**config.mk**
```make
export PLATFORM = sky130hd
export DESIGN_NAME = exe_stage_reg
export DESIGN_NICKNAME = d
export VERILOG_FILES = /design/src/rtl/exe_stage_reg_pkg.sv /design/src/rtl/exe_stage_reg_status_reg.sv /design/src/rtl/exe_stage_reg.sv
export SDC_FILE = /design/constraint.sdc
export NUM_CORES = 1
export LEC_CHECK = 0
export ABC_AREA = 1
export CAP_MARGIN = 20
export CORE_MARGIN = 2
export CORE_UTILIZATION = 45
export DETAILED_ROUTE_END_ITERATION = 8
export GPL_TIMING_DRIVEN = 0
export HOLD_SLACK_MARGIN = 0.02
export PLACE_DENSITY = 0.93
export SYNTH_ARGS = -nofsm -noshare
export SYNTH_HDL_FRONTEND = slang
export SYNTH_SLANG_ARGS = --single-unit
```
**constraint.sdc**
```tcl
create_clock -name clk -period 3.2 [get_ports clk]
set_input_delay 0.8 -clock clk [delete_from_list [all_inputs] [get_ports clk]]
set_output_delay 0.8 -clock clk [all_outputs]
set_load 0.05 [all_outputs]
```
**src/rtl/exe_stage_reg_pkg.sv**
```systemverilog
// Shared definitions for the EX/MEM pipeline boundary: default widths,
// NZCV bit positions, and the registered memory/writeback control bundle.
package exe_stage_reg_pkg;

   localparam int unsigned DATA_W_DEF = 32;
   localparam int unsigned REG_W_DEF  = 4;
   localparam int unsigned CNT_W_DEF  = 32;
   localparam int unsigned STATUS_W   = 4;

   // Bit positions inside the {N,Z,C,V} status word
   localparam int unsigned ST_N = 3;
   localparam int unsigned ST_Z = 2;
   localparam int unsigned ST_C = 1;
   localparam int unsigned ST_V = 0;

   // Control bits carried alongside the ALU result into the memory stage
   typedef struct packed {
      logic                 wb_en;
      logic                 mem_r_en;
      logic                 mem_w_en;
      logic [REG_W_DEF-1:0] dest;
   } exmem_ctrl_t;

   // Assemble individual ALU flags into the status word layout
   function automatic logic [STATUS_W-1:0] pack_nzcv(input logic n, input logic z,
                                                      input logic c, input logic v);
      logic [STATUS_W-1:0] w;
      w       = '0;
      w[ST_N] = n;
      w[ST_Z] = z;
      w[ST_C] = c;
      w[ST_V] = v;
      return w;
   endfunction

endpackage

```
**src/rtl/exe_stage_reg_status_reg.sv**
```systemverilog
// NZCV status register with load enable.
// Macro STATUS_BYPASS_EN: when defined, a flag load is forwarded to the
// outputs in the same cycle; otherwise outputs are purely registered.
// Ports:
//   clk, rst     clock, synchronous active-low reset
//   i_load       load i_flags at the next edge
//   i_flags      incoming {N,Z,C,V}
//   o_status     current (or bypassed) {N,Z,C,V}
//   o_carry      C bit of o_status, fed back to the ALU carry input
module status_reg
   import exe_stage_reg_pkg::*;
(
   input  logic                clk,
   input  logic                rst,
   input  logic                i_load,
   input  logic [STATUS_W-1:0] i_flags,
   output logic [STATUS_W-1:0] o_status,
   output logic                o_carry
);

   logic [STATUS_W-1:0] r_status;

   // Flag storage
   always_ff @(posedge clk) begin
      if (!rst) begin
         r_status <= '0;
      end else if (i_load) begin
         r_status <= i_flags;
      end
   end

`ifdef STATUS_BYPASS_EN
   // Forward the pending load so a dependent instruction needs no stall
   assign o_status = i_load ? i_flags : r_status;
`else
   assign o_status = r_status;
`endif

   assign o_carry = o_status[ST_C];

endmodule

```
**src/rtl/exe_stage_reg.sv**
```systemverilog
// EX/MEM pipeline register with valid/ready handshake, NZCV status
// ownership and retire/stall performance counters.
// Macro STATUS_BYPASS_EN (see status_reg) selects same-cycle flag forwarding.
// Ports:
//   clk, rst                 clock, synchronous active-low reset
//   flush                    kill incoming instruction and held entry
//   valid_in / ready_out     upstream handshake (ready_out is combinational)
//   alu_result, flag_*       ALU outputs; s_bit enables the status update
//   wb_en, mem_*_en, dest    control bundle; val_rm store data; pc_in PC
//   valid_out / ready_in     downstream handshake
//   *_q                      registered payload
//   status, carry_to_alu     {N,Z,C,V} and its C bit
//   retired_cnt, stall_cnt   accepted instructions, backpressure cycles
module exe_stage_reg
   import exe_stage_reg_pkg::*;
#(
   parameter int unsigned DATA_W = DATA_W_DEF,
   parameter int unsigned REG_W  = REG_W_DEF,
   parameter int unsigned CNT_W  = CNT_W_DEF
) (
   input  logic                clk,
   input  logic                rst,
   input  logic                flush,
   input  logic                valid_in,
   output logic                ready_out,
   input  logic [DATA_W-1:0]   alu_result,
   input  logic                flag_n,
   input  logic                flag_z,
   input  logic                flag_c,
   input  logic                flag_v,
   input  logic                s_bit,
   input  logic                wb_en,
   input  logic                mem_r_en,
   input  logic                mem_w_en,
   input  logic [REG_W-1:0]    dest,
   input  logic [DATA_W-1:0]   val_rm,
   input  logic [DATA_W-1:0]   pc_in,
   output logic                valid_out,
   input  logic                ready_in,
   output logic [DATA_W-1:0]   alu_result_q,
   output logic [DATA_W-1:0]   val_rm_q,
   output logic [DATA_W-1:0]   pc_q,
   output logic                wb_en_q,
   output logic                mem_r_en_q,
   output logic                mem_w_en_q,
   output logic [REG_W-1:0]    dest_q,
   output logic [STATUS_W-1:0] status,
   output logic                carry_to_alu,
   output logic [CNT_W-1:0]    retired_cnt,
   output logic [CNT_W-1:0]    stall_cnt
);

   logic                r_valid;
   logic [DATA_W-1:0]   r_alu_result;
   logic [DATA_W-1:0]   r_val_rm;
   logic [DATA_W-1:0]   r_pc;
   exmem_ctrl_t         r_ctrl;
   logic [CNT_W-1:0]    r_retired;
   logic [CNT_W-1:0]    r_stall;

   logic                w_accept;
   logic                w_stall;
   logic [STATUS_W-1:0] w_flags;

   // Slot is free when empty or being emptied this cycle
   assign ready_out = ~r_valid | ready_in;
   assign w_accept  = valid_in & ready_out & ~flush;
   assign w_stall   = r_valid & ~ready_in;
   assign w_flags   = pack_nzcv(flag_n, flag_z, flag_c, flag_v);

   // Pipeline register: flush beats accept; accept beats drain
   always_ff @(posedge clk) begin
      if (!rst) begin
         r_valid      <= 1'b0;
         r_alu_result <= '0;
         r_val_rm     <= '0;
         r_pc         <= '0;
         r_ctrl       <= '0;
      end else if (flush) begin
         r_valid <= 1'b0;
      end else if (w_accept) begin
         r_valid         <= 1'b1;
         r_alu_result    <= alu_result;
         r_val_rm        <= val_rm;
         r_pc            <= pc_in;
         r_ctrl.wb_en    <= wb_en;
         r_ctrl.mem_r_en <= mem_r_en;
         r_ctrl.mem_w_en <= mem_w_en;
         r_ctrl.dest     <= REG_W_DEF'(dest);
      end else if (ready_in) begin
         r_valid <= 1'b0;
      end
   end

   // Performance counters, wrapping naturally
   always_ff @(posedge clk) begin
      if (!rst) begin
         r_retired <= '0;
         r_stall   <= '0;
      end else begin
         if (w_accept) r_retired <= r_retired + CNT_W'(1);
         if (w_stall)  r_stall   <= r_stall + CNT_W'(1);
      end
   end

   status_reg u_status_reg (
      .clk      (clk),
      .rst      (rst),
      .i_load   (w_accept & s_bit),
      .i_flags  (w_flags),
      .o_status (status),
      .o_carry  (carry_to_alu)
   );

   assign valid_out    = r_valid;
   assign alu_result_q = r_alu_result;
   assign val_rm_q     = r_val_rm;
   assign pc_q         = r_pc;
   assign wb_en_q      = r_ctrl.wb_en;
   assign mem_r_en_q   = r_ctrl.mem_r_en;
   assign mem_w_en_q   = r_ctrl.mem_w_en;
   assign dest_q       = REG_W'(r_ctrl.dest);
   assign retired_cnt  = r_retired;
   assign stall_cnt    = r_stall;

endmodule
```
# Word level (Yosys, flattened, before mapping)
# Index checks and enable logic that the tools add are counted.
classes:
  addsub: 2
  n_mul: 0
  div: 0
  order_cmp: 0
  eq_ne: 0
  n_shift: 0
  n_mux: 2
  bitwise_logic: 9
  reduce_logical: 3
ops:
  columns: ["op", "n"]
  rows:
  - ["adder 32 x 1 -> 32 bit (second input constant)", 2]
  - ["AND 1 bit", 4]
  - ["NOT 1 bit", 4]
  - ["two-way mux 1 bit", 2]
  - ["AND reduction 2 bit", 1]
  - ["nonzero test 2 bit", 1]
  - ["OR reduction 2 bit", 1]
  - ["bitwise OR 1 bit", 1]
totals:
  ff_bits: 172
  latchBits: 0
  mem_bits_rw: 0
  mem_bits_ro: 0
  wordCells: 27
  mem_count: 0

# Depth between registers and ports, before layout
depth:
  ltp_word: 5
  depth_mapped: 10
  ltp_nobuf: 10

# Hierarchy
# A second synthesis with hierarchy kept.
hier_totals:
  cells_unflattened: 1011
  area_unflattened_um2: 7168.1
by_module_without_submodules:
  columns: ["module", "instances", "cells_each", "area_per_inst_um2"]
  rows:
  - ["exe_stage_reg", 1, 985, 6994.2]
  - ["status_reg", 1, 26, 173.9]

# Least setup slack after synthesis
# OpenSTA, ideal clock, no wires.
synth_timing:
  path_kind: "in2out"
  startpoint: "input port ready_in"
  endpoint: "output port ready_out"
  t_arrival_ns: 1.025
  slack_ns: 1.375
  path_stages: 2
  path_cell_list: "inv_2 > nand2_4"
synth_via:
  elab_chain_len: 1
synth_rtl:
  columns: ["item", "line_no", "text"]
  rows:
  - ["start, declared", "exe_stage_reg.sv:39", "input logic ready_in,"]
  - ["bitwise OR 1 bit", "exe_stage_reg.sv:66", "assign ready_out = ~r_valid | ready_in;"]
  - ["end, declared", "exe_stage_reg.sv:25", "output logic ready_out,"]
# No other way between the ends.

# Worst setup path in the final report
# Same ends and word-level chain as after synthesis.

==> results.py <==
metrics = {
    "pwr": {
        "clkPwrFrac_pct": 40.3,
        "switching_share_pct": 28.2,
        "switchingPower_mw": 1.52,
        "intPower_mw": 3.87,
        "pwr-share-comb_pct": 17.3,
        "pwr_density_cell_nw_per_um2": 493,
        "peakVddDrop_uv": 382,
        "pwr-share-seq_pct": 42.4,
        "leakagePower_nw": 4.19,
    },
    "timing": {
        "max_freq_mhz": 343,
        "finalHoldViolCount": 0,
        "fin_skew_ps": 12.0,
        "rsz0062_at_grt": "no",
        "finalSetupViolations": 0,
        "finalMaxSlewViolations": 0,
        "slew_headroom_pct": 58.8,
        "worst_pin_slew_ps": 617,
        "layout_worst_path_cycle_share_pct": 91.0,
        "fin_crit_ps": 2910,
        "fin_tns_setup_ps": 0,
        "whs_ps": 460,
    },
    "synth": {
        "ys_seq_area_share_pct": 47.9,
        "synth_cell_type_count": 31,
        "synth_compound_area_share_pct": 11.6,
        "syn-instance-count": 1017,
        "synth_top_family_by_area": "simple AND/OR/NAND/NOR gates",
        "synthAdderAreaFrac_pct": 0.348,
        "synth_fp_nets": 1132,
        "muxShareOfSynthArea_pct": 0,
        "netlist_area_um2": 7180,
        "synth_warnings": 0,
        "avgSynthCellArea_um2": 7.06,
        "synth-seq-cells": 172,
        "synth_xor_area_share_pct": 0.854,
        "synth-simple-area-share_pct": 32.2,
    },
    "final_layout": {
        "syn_to_final_growth_pct": 52.2,
        "stdcell_area_um2": 10900,
        "final_core_utilization_pct": 69.3,
        "drive_gt1_share_pct": 5.84,
        "final_nets": 1437,
        "fillerInstances": 1246,
    },
    "detailed_routing": {
        "via_count": 7873,
        "drc": 0,
        "postRouteAntennaNets": 0,
        "drtPass1Iterations": 8,
        "via_per_inst": 5.07,
        "first_iter_violations": 631,
        "wirelength_mm": 24.0,
        "post_drt_wl_per_cell_um": 15.5,
    },
    "clock_tree": {
        "cts.sinks": 172,
        "htree_levels": 4,
        "path_clk_slew_ps": 60,
        "cts-root-buf": "clkbuf_16",
        "clockBufferDepth": 2,
        "clock_latency_ps": 430,
        "cts-buffers-inserted": 17,
        "cts_tree": "done",
    },
    "setup_path": {
        "path_class": "input pin to primary output",
        "worstReg2RegEnd": "stall_cnt[30]$_SDFFE_PN0P_",
        "start_kind": "input pin",
        "ff2ff_setup_slack_ps": 1410,
        "cp_cell_sequence": "clkdlybuf4s50_1 > inv_2 > nand2_4 > dlygate4sd2_1",
        "r2r-start": "stall_cnt[0]$_SDFFE_PN0P_",
        "cp_slowest_cell": "dlygate4sd2_1",
        "critical_path_arrival_ps": 2110,
        "reg2reg_depth": 8,
        "required_ps": 2400,
        "worstSetupEndpointType": "primary output",
        "cpPeakStageDelay_ps": 550,
        "cp_max_fo": 10,
    },
    "grt": {
        "grtUsageTotal_pct": 27.4,
        "grt_pass1_vias": 7295,
        "gr-total-overflow": 0,
        "antenna_found_initial": 1,
        "grt_max_degree": 17,
        "grt_pass1_wl_mm": 36.3,
    },
    "min_path": {
        "min_path_type": "register to register",
        "hold_end": "u_status_reg.o_status[2]$_SDFFE_PN0P_",
        "whs_path_depth": 2,
        "hold_start": "u_status_reg.o_status[2]$_SDFFE_PN0P_",
    },
    "die": {
        "die_h_um": 130,
        "dieArea_um2": 17000,
        "ios": 287,
        "die_x_um": 130,
        "rows": 46,
        "start_util_pct": 45.5,
        "coreArea_um2": 15800,
    },
    "placement": {
        "placed_area_um2": 10300,
        "io_buffer_count": 286,
        "gp_congestion": 0.918,
        "dp_hpwl_mm": 18.0,
    },
    "flow_run": {
        "maxCapViolations": 0,
    },
    "status": {
        "outcome": "finished, final reports clean",
    },
}
==> what timing repair did <==
item	CTS	global route
endpoints found under the setup margin	1	0
resized for setup	1	0
hold buffers	0	0
buffers inserted	0	0
==> state kept, by name, indices dropped and copies added, names as in the netlist <==
register	cells
alu_result_q	32
pc_q	32
retired_cnt	32
stall_cnt	32
val_rm_q	32
dest_q	4
u_status_reg.o_status	4
mem_r_en_q	1
mem_w_en_q	1
valid_out	1
wb_en_q	1
==> critical path, delay by kind of cell <==
| family | cells | cell delay, ps |
|---|---|---|
| and+or+nand+nor | 1 | 150 |
| buffers and inverters | 3 | 1160 |
==> cell families after synthesis <==
kind of cell               after synthesis
xor gates and xnor gates                 7
and+or+nand+nor                        548
adders and majority gates                2
buffers and inverters                  124
DFF                                    172
AOI/OAI and AO/OA                      164
==> synthesized netlist by cell type <==
library cell | count | area share (%)
a211oi_1 | 2 | 0.21
a21oi_1 | 32 | 2.2
a31oi_1 | 3 | 0.26
and3_1 | 1 | 0.087
buf_1 | 2 | 0.10
buf_2 | 12 | 0.84
buf_4 | 1 | 0.10
buf_6 | 3 | 0.47
clkbuf_1 | 25 | 1.3
dfxtp_1 | 172 | 48
ha_1 | 2 | 0.35
inv_1 | 78 | 4.1
inv_2 | 3 | 0.16
nand2_1 | 138 | 7.2
nand2_2 | 5 | 0.44
nand2_4 | 2 | 0.31
nand3_1 | 43 | 3.0
nand3_2 | 4 | 0.56
nand4_1 | 17 | 1.5
nor2_1 | 313 | 16
nor2_2 | 7 | 0.61
nor2_4 | 8 | 1.3
nor3_1 | 6 | 0.42
nor3_2 | 2 | 0.28
nor3b_1 | 1 | 0.10
nor4_1 | 1 | 0.087
o21a_1 | 2 | 0.21
o21ai_0 | 121 | 8.4
o21ai_1 | 4 | 0.28
xnor2_1 | 4 | 0.49
xor2_1 | 3 | 0.37
==> metrics by stage <==
step | worst slack (ps) | total power, mW | std cells
after CTS | 280 | 5.40 | 1551
after global routing | 226 | 5.55 | 1551
after global placement | 5.42 | 3.24 | 1519
after detailed placement | 6.29 | 3.26 | 1519
after floorplan | 1380 | 2.85 | 1017
final | 287 | 5.39 | 1552
==> layer usage <==
metal | global-route usage (%) | vias to the layer above | wire [um]
met2 | 47.8 | 366 | 12100
met1 | 31.1 | 3595 | 9180
li1 | - | 3851 | -
met4 | 10.9 | 0 | 741
met3 | 8.77 | 61 | 1990
met5 | 0 | - | 0
==> how the worst max path moves through the flow <==
stage,startpoint,end,slack [ps],cells after the start
finish,ready_in,ready_out,290,4
global route,ready_in,ready_out,230,4
CTS,ready_in,ready_out,280,4
detailed placement,ready_in,ready_out,6,4
global placement,ready_in,ready_out,5,4
floorplan,ready_in,ready_out,1380,2
==> power groups by stage <==
stage	clock, mW	combinational [mW]	sequential [mW]
finish	2.17	0.934	2.29
global route	2.27	0.986	2.29
CTS	2.18	0.934	2.28
detailed placement	0	0.927	2.33
global placement	0	0.913	2.33
floorplan	0	0.205	2.65
==> cell type report <==
| cell class | instances | area (um2) | area share (%) |
|---|---|---|---|
| tap | 216 | 270 | 2.47 |
| sequential | 172 | 3440 | 31.5 |
| timing repair buffer | 286 | 2860 | 26.2 |
| clock inverter | 12 | 159 | 1.45 |
| clock buffer | 20 | 457 | 4.18 |
| inverter | 81 | 304 | 2.78 |
| buffer | 43 | 203 | 1.85 |
| antenna | 1 | 2.50 | 0.0229 |
| multi-input combinational | 721 | 3230 | 29.6 |
==> layout by cell type (no fill, tap or decap), drive strengths merged <==
| master | synthesis | routed |
|---|---|---|
| clkbuf | 25 | 45 |
| nor3b | 1 | 1 |
| dlygate4sd2 | 0 | 1 |
| xnor2 | 4 | 4 |
| ha | 2 | 2 |
| bufinv | 0 | 3 |
| nor3 | 8 | 8 |
| clkinvlp | 0 | 1 |
| a21oi | 32 | 32 |
| inv | 81 | 85 |
| nand3 | 47 | 47 |
| dfxtp | 172 | 172 |
| nor4 | 1 | 1 |
| and3 | 1 | 1 |
| a31oi | 3 | 3 |
| nand2 | 145 | 145 |
| xor2 | 3 | 3 |
| a211oi | 2 | 2 |
| nand4 | 17 | 17 |
| buf | 18 | 18 |
| clkinv | 0 | 4 |
| clkdlybuf4s50 | 0 | 285 |
| diode | 0 | 1 |
| nor2 | 328 | 328 |
| o21ai | 125 | 125 |
| o21a | 2 | 2 |
(Power assumes the default switching activity.)
